$ cat config.mk
export PLATFORM = sky130hd
export DESIGN_NAME = fpu_sequencer
export DESIGN_NICKNAME = d
export VERILOG_FILES = /design/src/rtl/fpu_sequencer.sv
export SDC_FILE = /design/constraint.sdc
export NUM_CORES = 1
export LEC_CHECK = 0
export BUFFER_PORTS_ARGS = -buffer_cell sky130_fd_sc_hd__buf_4
export CAP_MARGIN = 20
export CORE_MARGIN = 5
export CORE_UTILIZATION = 51
export CTS_CLUSTER_SIZE = 8
export DETAILED_ROUTE_END_ITERATION = 6
export PLACE_DENSITY = 0.75
export SLEW_MARGIN = 5
export SYNTH_ARGS = -nofsm -noshare
export SYNTH_HDL_FRONTEND = slang
export SYNTH_SLANG_ARGS = --single-unit
export TNS_END_PERCENT = 50
$ cat constraint.sdc
create_clock -name clock100KHz -period 2.85 [get_ports clock100KHz]
set_clock_uncertainty 0.15 [all_clocks]
set_input_delay 0.285 -clock clock100KHz [delete_from_list [all_inputs] [get_ports clock100KHz]]
set_output_delay 0.285 -clock clock100KHz [all_outputs]
set_load 0.03 [all_outputs]
$ cat src/rtl/fpu_sequencer.sv
// fpu_sequencer: operand sequencer and result capture around a free-running FPU core.
//
// Operand pairs are taken in over a valid/ready handshake and buffered in a
// DEPTH-entry FIFO. Each pair is driven onto the FPU inputs and held for
// HOLD_CYCLES cycles, which covers two worst-case FPU computations. At the end
// of the hold, the FPU result and status are registered and presented
// downstream over a valid/ready handshake.
//
// Parameters:
//   DEPTH        operand FIFO entries (power of two, >= 2)
//   HOLD_CYCLES  cycles a pair is held before the result is sampled (>= 64)
//
// Ports:
//   clock100KHz            system clock
//   reset                  asynchronous active-low reset, shared with the FPU
//   in_valid/in_ready      operand handshake; in_a, in_b operand pair
//   fpu_op_a/fpu_op_b      operands driven to the FPU core
//   fpu_data/fpu_status    FPU result and status (1000 unf, 0100 ovf, 0010 inx, 0001 exact)
//   out_valid/out_ready    result handshake; out_data, out_status captured result
//   ovf_count, unf_count, inx_count
//                          saturating per-status counters of transferred results,
//                          present only when FPU_SEQ_STATS_EN is defined
//
// Optional feature macro: FPU_SEQ_STATS_EN
//
// state   | meaning
// --------+-----------------------------------------------------------
// IDLE    | waiting for a buffered pair; pops the FIFO head when present
// HOLD    | pair held on the FPU inputs while hold_cnt counts down
// PRESENT | captured result offered downstream until out_ready

module fpu_sequencer #(
    parameter int DEPTH       = 4,
    parameter int HOLD_CYCLES = 64
) (
    input  logic        clock100KHz,
    input  logic        reset,
    input  logic        in_valid,
    output logic        in_ready,
    input  logic [31:0] in_a,
    input  logic [31:0] in_b,
    output logic [31:0] fpu_op_a,
    output logic [31:0] fpu_op_b,
    input  logic [31:0] fpu_data,
    input  logic [3:0]  fpu_status,
    output logic        out_valid,
    input  logic        out_ready,
    output logic [31:0] out_data,
    output logic [3:0]  out_status
`ifdef FPU_SEQ_STATS_EN
   ,output logic [15:0] ovf_count,
    output logic [15:0] unf_count,
    output logic [15:0] inx_count
`endif
);

    localparam int            AW        = $clog2(DEPTH);
    localparam int            CW        = $clog2(HOLD_CYCLES);
    localparam logic [AW:0]   FULL_CNT  = (AW+1)'(DEPTH);
    localparam logic [CW-1:0] HOLD_LOAD = CW'(HOLD_CYCLES - 1);

    typedef enum logic [1:0] {
        IDLE    = 2'd0,
        HOLD    = 2'd1,
        PRESENT = 2'd2
    } state_t;

    state_t        state_q;
    logic [31:0]   mem_a_q [DEPTH];
    logic [31:0]   mem_b_q [DEPTH];
    logic [AW-1:0] wr_ptr_q;
    logic [AW-1:0] rd_ptr_q;
    logic [AW:0]   count_q;
    logic [AW:0]   count_d;
    logic [CW-1:0] hold_cnt_q;
    logic [31:0]   op_a_q;
    logic [31:0]   op_b_q;
    logic          out_valid_q;
    logic [31:0]   out_data_q;
    logic [3:0]    out_status_q;
    logic          push;
    logic          pop;

    // in_ready comes only from registered occupancy, never from in_valid.
    assign in_ready = (count_q != FULL_CNT);
    assign push     = in_valid && in_ready;
    assign pop      = (state_q == IDLE) && (count_q != '0);

    always_comb begin
        count_d = count_q;
        case ({push, pop})
            2'b10:   count_d = count_q + 1'b1;
            2'b01:   count_d = count_q - 1'b1;
            default: count_d = count_q;
        endcase
    end

    // Storage needs no reset; occupancy and pointers define what is valid.
    always_ff @(posedge clock100KHz) begin
        if (push) begin
            mem_a_q[wr_ptr_q] <= in_a;
            mem_b_q[wr_ptr_q] <= in_b;
        end
    end

    // Pointers wrap naturally because DEPTH is a power of two.
    always_ff @(posedge clock100KHz or negedge reset) begin
        if (!reset) begin
            wr_ptr_q <= '0;
            rd_ptr_q <= '0;
            count_q  <= '0;
        end else begin
            if (push) wr_ptr_q <= wr_ptr_q + 1'b1;
            if (pop)  rd_ptr_q <= rd_ptr_q + 1'b1;
            count_q <= count_d;
        end
    end

    always_ff @(posedge clock100KHz or negedge reset) begin
        if (!reset) begin
            state_q      <= IDLE;
            hold_cnt_q   <= '0;
            op_a_q       <= '0;
            op_b_q       <= '0;
            out_valid_q  <= 1'b0;
            out_data_q   <= '0;
            out_status_q <= '0;
        end else begin
            case (state_q)
                IDLE: begin
                    if (pop) begin
                        op_a_q     <= mem_a_q[rd_ptr_q];
                        op_b_q     <= mem_b_q[rd_ptr_q];
                        hold_cnt_q <= HOLD_LOAD;
                        state_q    <= HOLD;
                    end
                end
                HOLD: begin
                    // Capture lands HOLD_CYCLES edges after the pop edge.
                    if (hold_cnt_q == '0) begin
                        out_data_q   <= fpu_data;
                        out_status_q <= fpu_status;
                        out_valid_q  <= 1'b1;
                        state_q      <= PRESENT;
                    end else begin
                        hold_cnt_q <= hold_cnt_q - 1'b1;
                    end
                end
                PRESENT: begin
                    if (out_ready) begin
                        out_valid_q <= 1'b0;
                        state_q     <= IDLE;
                    end
                end
                default: state_q <= IDLE;
            endcase
        end
    end

    assign fpu_op_a   = op_a_q;
    assign fpu_op_b   = op_b_q;
    assign out_valid  = out_valid_q;
    assign out_data   = out_data_q;
    assign out_status = out_status_q;

`ifdef FPU_SEQ_STATS_EN
    localparam logic [15:0] CNT_MAX = 16'hFFFF;

    logic [15:0] ovf_cnt_q;
    logic [15:0] unf_cnt_q;
    logic [15:0] inx_cnt_q;
    logic        xfer;

    assign xfer = out_valid_q && out_ready;

    always_ff @(posedge clock100KHz or negedge reset) begin
        if (!reset) begin
            ovf_cnt_q <= '0;
            unf_cnt_q <= '0;
            inx_cnt_q <= '0;
        end else if (xfer) begin
            case (out_status_q)
                4'b0100: if (ovf_cnt_q != CNT_MAX) ovf_cnt_q <= ovf_cnt_q + 1'b1;
                4'b1000: if (unf_cnt_q != CNT_MAX) unf_cnt_q <= unf_cnt_q + 1'b1;
                4'b0010: if (inx_cnt_q != CNT_MAX) inx_cnt_q <= inx_cnt_q + 1'b1;
                default: ;
            endcase
        end
    end

    assign ovf_count = ovf_cnt_q;
    assign unf_count = unf_cnt_q;
    assign inx_count = inx_cnt_q;
`endif

endmodule
# ---- Yosys cells after proc, flatten, opt, wreduce, memory -nomap -nowiden
# Memory sizes are Yosys's and may differ from the RTL's. A register that Yosys moved wholly into a read port is not among the register bits.
# Cells that the tools add are included.
dict set report op_classes {
  addsub 5
  eq_ne 9
  muxes 13
  n_reduce_logical 15
}
# op n
set ops {}
lappend ops {{2-to-1 mux 6 bit} 2}
lappend ops {{case mux 6 bit (2 select lines)} 1}
lappend ops {{AND reduction 3 bit} 3}
lappend ops {{inequality test 2 bit (second input constant)} 4}
lappend ops {{zero test 6 bit} 1}
lappend ops {{2-to-1 mux 2 bit} 3}
lappend ops {{case mux 2 bit (3 select lines)} 1}
lappend ops {{case mux 3 bit (2 select lines)} 1}
lappend ops {{nonzero test 2 bit} 3}
lappend ops {{subtractor 6 x 1 -> 6 bit (second input constant)} 1}
lappend ops {{adder 2 x 1 -> 2 bit (second input constant)} 2}
lappend ops {{== test 2 x 1 -> 1 bit (second input constant)} 2}
lappend ops {{== test 2 bit (second input constant)} 2}
lappend ops {{2-to-1 mux 1 bit} 4}
lappend ops {{AND reduction 2 bit} 2}
lappend ops {{adder 3 x 1 -> 3 bit (second input constant)} 1}
lappend ops {{inequality test 3 bit (second input constant)} 1}
lappend ops {{nonzero test 3 bit} 1}
lappend ops {{subtractor 3 x 1 -> 3 bit (second input constant)} 1}
lappend ops {{logical AND 1 bit} 2}
lappend ops {{zero test 1 bit} 2}
lappend ops {{zero test 2 bit} 1}
lappend ops {{case mux 1 bit (2 select lines)} 1}
dict set report totals {
  regBits 52
  mem_bits_rw 256
  output_inout_bits 102
  elab_cells 52
  memories 2
}
# name words width read_ports rd_clocked_by_memory_dff write_ports line
set memory_table {}
lappend memory_table {mem_a_q 4 32 1 1 1 69} ;# logic [31:0] mem_a_q [DEPTH];
lappend memory_table {mem_b_q 4 32 1 1 1 70} ;# logic [31:0] mem_b_q [DEPTH];

# ---- Longest topological paths before layout
dict set report depth {
  ltp_word 4
  ltp_mapped 12
  depth_no_buf 9
}

# ---- Least setup slack after synthesis
# Ideal clock, no wire load.
dict set report synth_path {
  kind {flip-flop to flip-flop}
  start {reg count_q[2]}
  end {mem mem_a_q[0][0], enable pin}
  setup_ns 0.429
  arrival_time_ns 2.397
  required_time_ns 2.271
  path_slack_ns -0.126
  path_stages_with_launch 3
  path_buffers 0
  path_cell_list {dfrtp_1 or3b_1 and3_1}
}
dict set report synth_via {
  elab_chain_cells 4
}
# item line
set synth_rtl {}
lappend synth_rtl {{start: declaration} 73} ;# logic [AW:0] count_q;
lappend synth_rtl {{start signal: assignment} 115} ;# count_q <= count_d;
lappend synth_rtl {{inequality test 3 bit} 85} ;# assign in_ready = (count_q != FULL_CNT);
lappend synth_rtl {{named net in_ready} 39} ;# output logic in_ready,
lappend synth_rtl {{logical AND 1 bit} 86} ;# assign push = in_valid && in_ready;
lappend synth_rtl {{2-to-1 mux 1 bit} 100} ;# if (push) begin
lappend synth_rtl {{2-to-1 mux 1 bit (implied by the code)} 101} ;# mem_a_q[wr_ptr_q] <= in_a;
lappend synth_rtl {{end: declaration} 69}
# The timed path passes the listed nets, and every way through them passes these cells.

# ---- Worst setup path after layout
dict set report layout_path {
  start {reg count_q[1]}
  end {reg count_q[2]}
}
dict set report layout_via {
  elab_chain_cells 4
  elab_cells_between_ends 10
}
# item line
set layout_rtl {}
lappend layout_rtl {{inequality test 3 bit / nonzero test 3 bit (equally long branches)} {85, 87}}
lappend layout_rtl {{logical AND 1 bit, on equally long branches} {86, 87}}
lappend layout_rtl {{== test 2 x 1 -> 1 bit / == test 2 bit (equally long branches)} 91} ;# case ({push, pop})
lappend layout_rtl {{case mux 3 bit (2 select lines) / nonzero test 2 bit (equally long branches)} --}
# Parallel ways exist; a longest one is shown, timed or not.
# A chain may end at the register's enable or synchronous reset.

==> results.sh <==
export IMPL_outcome="finished, final reports clean"
export IMPL_place_gp_congestion=0.7367
export IMPL_track_usage=0.1912
export IMPL_postLayoutCellArea_um2=18580
export IMPL_grt_pass1_vias=8127
export IMPL_irDropWorstVdd_v=0.0006996
export IMPL_maxCapViolations=0
export IMPL_grt_first_pass_wirelength_um=46220
export IMPL_vias=7342
export IMPL_crit_fanout=6
export IMPL_worst_hold_startpoint="in_valid"
export IMPL_grt_setup_unrepaired="false"
export IMPL_clock_sinks=372
export IMPL_endpoint_kind="flop"
export IMPL_cts_tree="done"
export IMPL_rrSetupSlack_ns=0.42
export IMPL_path_delay_family="simple AND/OR/NAND/NOR gates"
export IMPL_power_leakage_nw=7.233
export IMPL_synth_nets=752
export IMPL_synth_seq_area_share=0.7544
export IMPL_yosys_warnings=0
export IMPL_worstSetupStartpoint="count_q[1]$_DFFE_PN0P_"
export IMPL_hp_class="in -> reg"
export IMPL_final_hold_viol_count=0
export IMPL_drt_iter0_markers=293
export IMPL_p_seq_frac=0.408
export IMPL_port_buffers=205
export IMPL_ant_nets=0
export IMPL_clk_latency_ns=0.55
export IMPL_max_freq_ghz=0.4107
export IMPL_slew_violations=0
export IMPL_die_w_um=175.9
export IMPL_layout_drive_gt1_share=0.4390
export IMPL_sw_frac_of_total=0.3110
export IMPL_clk_pin_slew_ns=0.05
export IMPL_dr_pass1_iters=5
export IMPL_intPower_w=0.01366
export IMPL_postPlaceCellArea_um2=16040
export IMPL_grt_max_degree=62
export IMPL_clockRootBuffer="clkbuf_16"
export IMPL_worst_path_largest_cell_delay_ns=0.47
export IMPL_timing_rr_start="count_q[1]$_DFFE_PN0P_"
export IMPL_clk_path_buf_depth=3
export IMPL_core_um2=27030
export IMPL_drc=0
export IMPL_num_nets_final=1103
export IMPL_synth_async_reset_ratio=0.3118
export IMPL_reg2reg_depth=9
export IMPL_switching_power_w=0.006166
export IMPL_antenna_found_initial=3
export IMPL_setup_violations=0
export IMPL_cts_max_level=2
export IMPL_grt_overflow=0
export IMPL_tns_ns=0
export IMPL_numCtsBuffers=52
export IMPL_combPwrFrac=0.311
export IMPL_syn_inst=640
export IMPL_ys_flop_type="edfxtp_1"
export IMPL_syn_avg_cell_area_um2=21.94
export IMPL_hold_depth=3
export IMPL_worstSetupStartpointType="flop"
export IMPL_viasPerCell=5.336
export IMPL_critPathBufInv=2
export IMPL_netlist_area_um2=14040
export IMPL_syn_to_final_growth_pct=32.38
export IMPL_p_per_area_nw_per_um2=1067
export IMPL_crit_chain="or3b_1 -> and2_1 -> inv_1 -> ha_1 -> inv_1 -> fa_1 -> xor2_1 -> nor2_1 -> xor2_1"
export IMPL_num_rows=60
export IMPL_yosys_register_bits=372
export IMPL_worst_pin_slew_ns=0.7485
export IMPL_critPathArrivalTime_ns=2.73
export IMPL_die_y_um=175.9
export IMPL_start_util=0.5194
export IMPL_worstSetupPathType="reg -> reg"
export IMPL_die_area_um2=30940
export IMPL_final_period_utilization=0.8543
export IMPL_p_clk_frac=0.281
export IMPL_hold_end="wr_ptr_q[0]$_DFFE_PN0P_"
export IMPL_worstPathRequired_ns=3.15
export IMPL_routed_wl_um=29290
export IMPL_ys_types=41
export IMPL_post_cts_buffers=0
export IMPL_wl_per_cell_um=21.28
export IMPL_slowest_stage="or3b_1"
export IMPL_rr_endpoint="count_q[2]$_DFFE_PN0P_"
export IMPL_place_hpwl_um=16600
export IMPL_fin_crit_ns=2.435
export IMPL_synth_edff_count=256
export IMPL_slew_headroom=0.5010
export IMPL_ioPinCount=206
layer usage:
metal / routed length, µm / track usage / vias to the layer above
li1: - / - / 3278
met1: 12000 / 0.2497 / 3748
met2: 14700 / 0.3289 / 275
met3: 2108 / 0.04778 / 41
met4: 476 / 0.04256 / 0
met5: 0 / 0 / -
state kept, by name (all words and copies together), names as in the netlist:
signal	cells
hold_cnt_q	6
mem_b_q	128
out_data	32
count_q	3
fpu_op_a	32
wr_ptr_q	2
rd_ptr_q	2
state_q	2
out_valid	1
fpu_op_b	32
out_status	4
mem_a_q	128
cell usage in the layout, fill, tap and decap left out, types with 2 or more instances in the layout:
cell	instances
dlygate4sd3_1	102
o211ai_1	3
nand2_1	3
mux2_2	71
diode_2	3
edfxtp_1	256
o21ai_0	5
nand3_1	3
buf_4	214
nand4_1	2
clkbuf_1	39
and2_1	2
dfrtp_4	2
clkbuf_16	52
mux2_4	30
nor2_1	6
o311a_1	2
dfrtp_1	114
inv_1	13
xnor2_1	4
buf_12	8
and3_4	4
mux4_2	64
xor2_1	2
ha_1	7
a21oi_1	3
cell usage after synthesis (3+ instances only):
library cell,n,area share
a21oi_1,3,0.0011
and3_1,5,0.0022
buf_12,3,0.0043
buf_2,9,0.0032
buf_6,7,0.0056
clkbuf_1,5,0.0013
dfrtp_1,116,0.21
edfxtp_1,256,0.55
ha_1,7,0.0062
inv_1,13,0.0035
mux2_2,71,0.057
mux2_4,30,0.032
mux4_2,64,0.10
nand2_1,3,0.00080
nand3_1,3,0.0011
nor2_1,6,0.0016
o211ai_1,3,0.0016
o21ai_0,5,0.0018
xnor2_1,4,0.0025
worst register-to-register path, delay by kind of cell, from the launching register on:
family                   cells  cell delay (ns)
XOR/XNOR                     2             0.31
flip-flops                   1             0.41
adder cells (fa/ha/maj)      2             0.55
AND/OR/NAND/NOR              3             0.81
buffers and inverters        2             0.13
layout make-up:
class / instances / area (µm²)
Sequential cell: 372 / 10600
Fill cell: 1665 / 8442
Multi-Input combinational cell: 228 / 3204
Timing Repair Buffer: 324 / 2788
Clock buffer: 91 / 1448
Tap cell: 341 / 426.7
Clock inverter: 4 / 63.81
Inverter: 13 / 48.80
Antenna cell: 3 / 7.507
worst max-delay path by stage:
stage,cells after the start,end
2_1_floorplan,9,count_q[2]$_DFFE_PN0P_
3_3_place_gp,9,count_q[2]$_DFFE_PN0P_
3_5_place_dp,9,count_q[2]$_DFFE_PN0P_
4_1_cts,9,count_q[2]$_DFFE_PN0P_
5_1_grt,9,count_q[2]$_DFFE_PN0P_
6_report,9,count_q[2]$_DFFE_PN0P_
metrics by stage:
| step | total power (W) | hold WS (ns) | util | setup slack [ns] | instances |
|---|---|---|---|---|---|
| 2_1_floorplan | 0.01207 | -0.1606 | - | 0.3988 | 640 |
| 3_3_place_gp | 0.01412 | 0.1951 | 0.5937 | 0.4834 | 1176 |
| 3_5_place_dp | 0.01425 | 0.1968 | 0.5937 | 0.4321 | 1176 |
| 4_1_cts | 0.02005 | 0.002230 | 0.6874 | 0.4096 | 1373 |
| 5_1_grt | 0.02079 | 0.03170 | 0.6876 | 0.2190 | 1376 |
| 6_report | 0.01983 | 0.02433 | 0.6876 | 0.4152 | 1376 |
cells by family after synthesis:
family | count (synthesis) | share of synthesized area
muxes | 166 | 0.1924
DFF | 372 | 0.7544
AOI/OAI and AO/OA | 17 | 0.008022
adders and majority gates | 8 | 0.007665
and+or+nand+nor | 31 | 0.01453
buffers and inverters | 40 | 0.01925
xor gates and xnor gates | 6 | 0.003743
power by group through the flow:
stage          Sequential (W)  Clock, W  Combinational [W]
5_1_grt               0.00824   0.00598            0.00657
4_1_cts               0.00808   0.00571            0.00626
3_5_place_dp          0.00815         0            0.00610
6_report              0.00809   0.00558            0.00616
2_1_floorplan         0.00913         0            0.00293
3_3_place_gp          0.00810         0            0.00602
timing repair:
action | in CTS | in global routing
endpoints found under the hold margin | 332 | 0
hold buffers | 102 | 0
resized for setup | 0 | 0
Note: power is estimated with default switching activity, not from simulation.
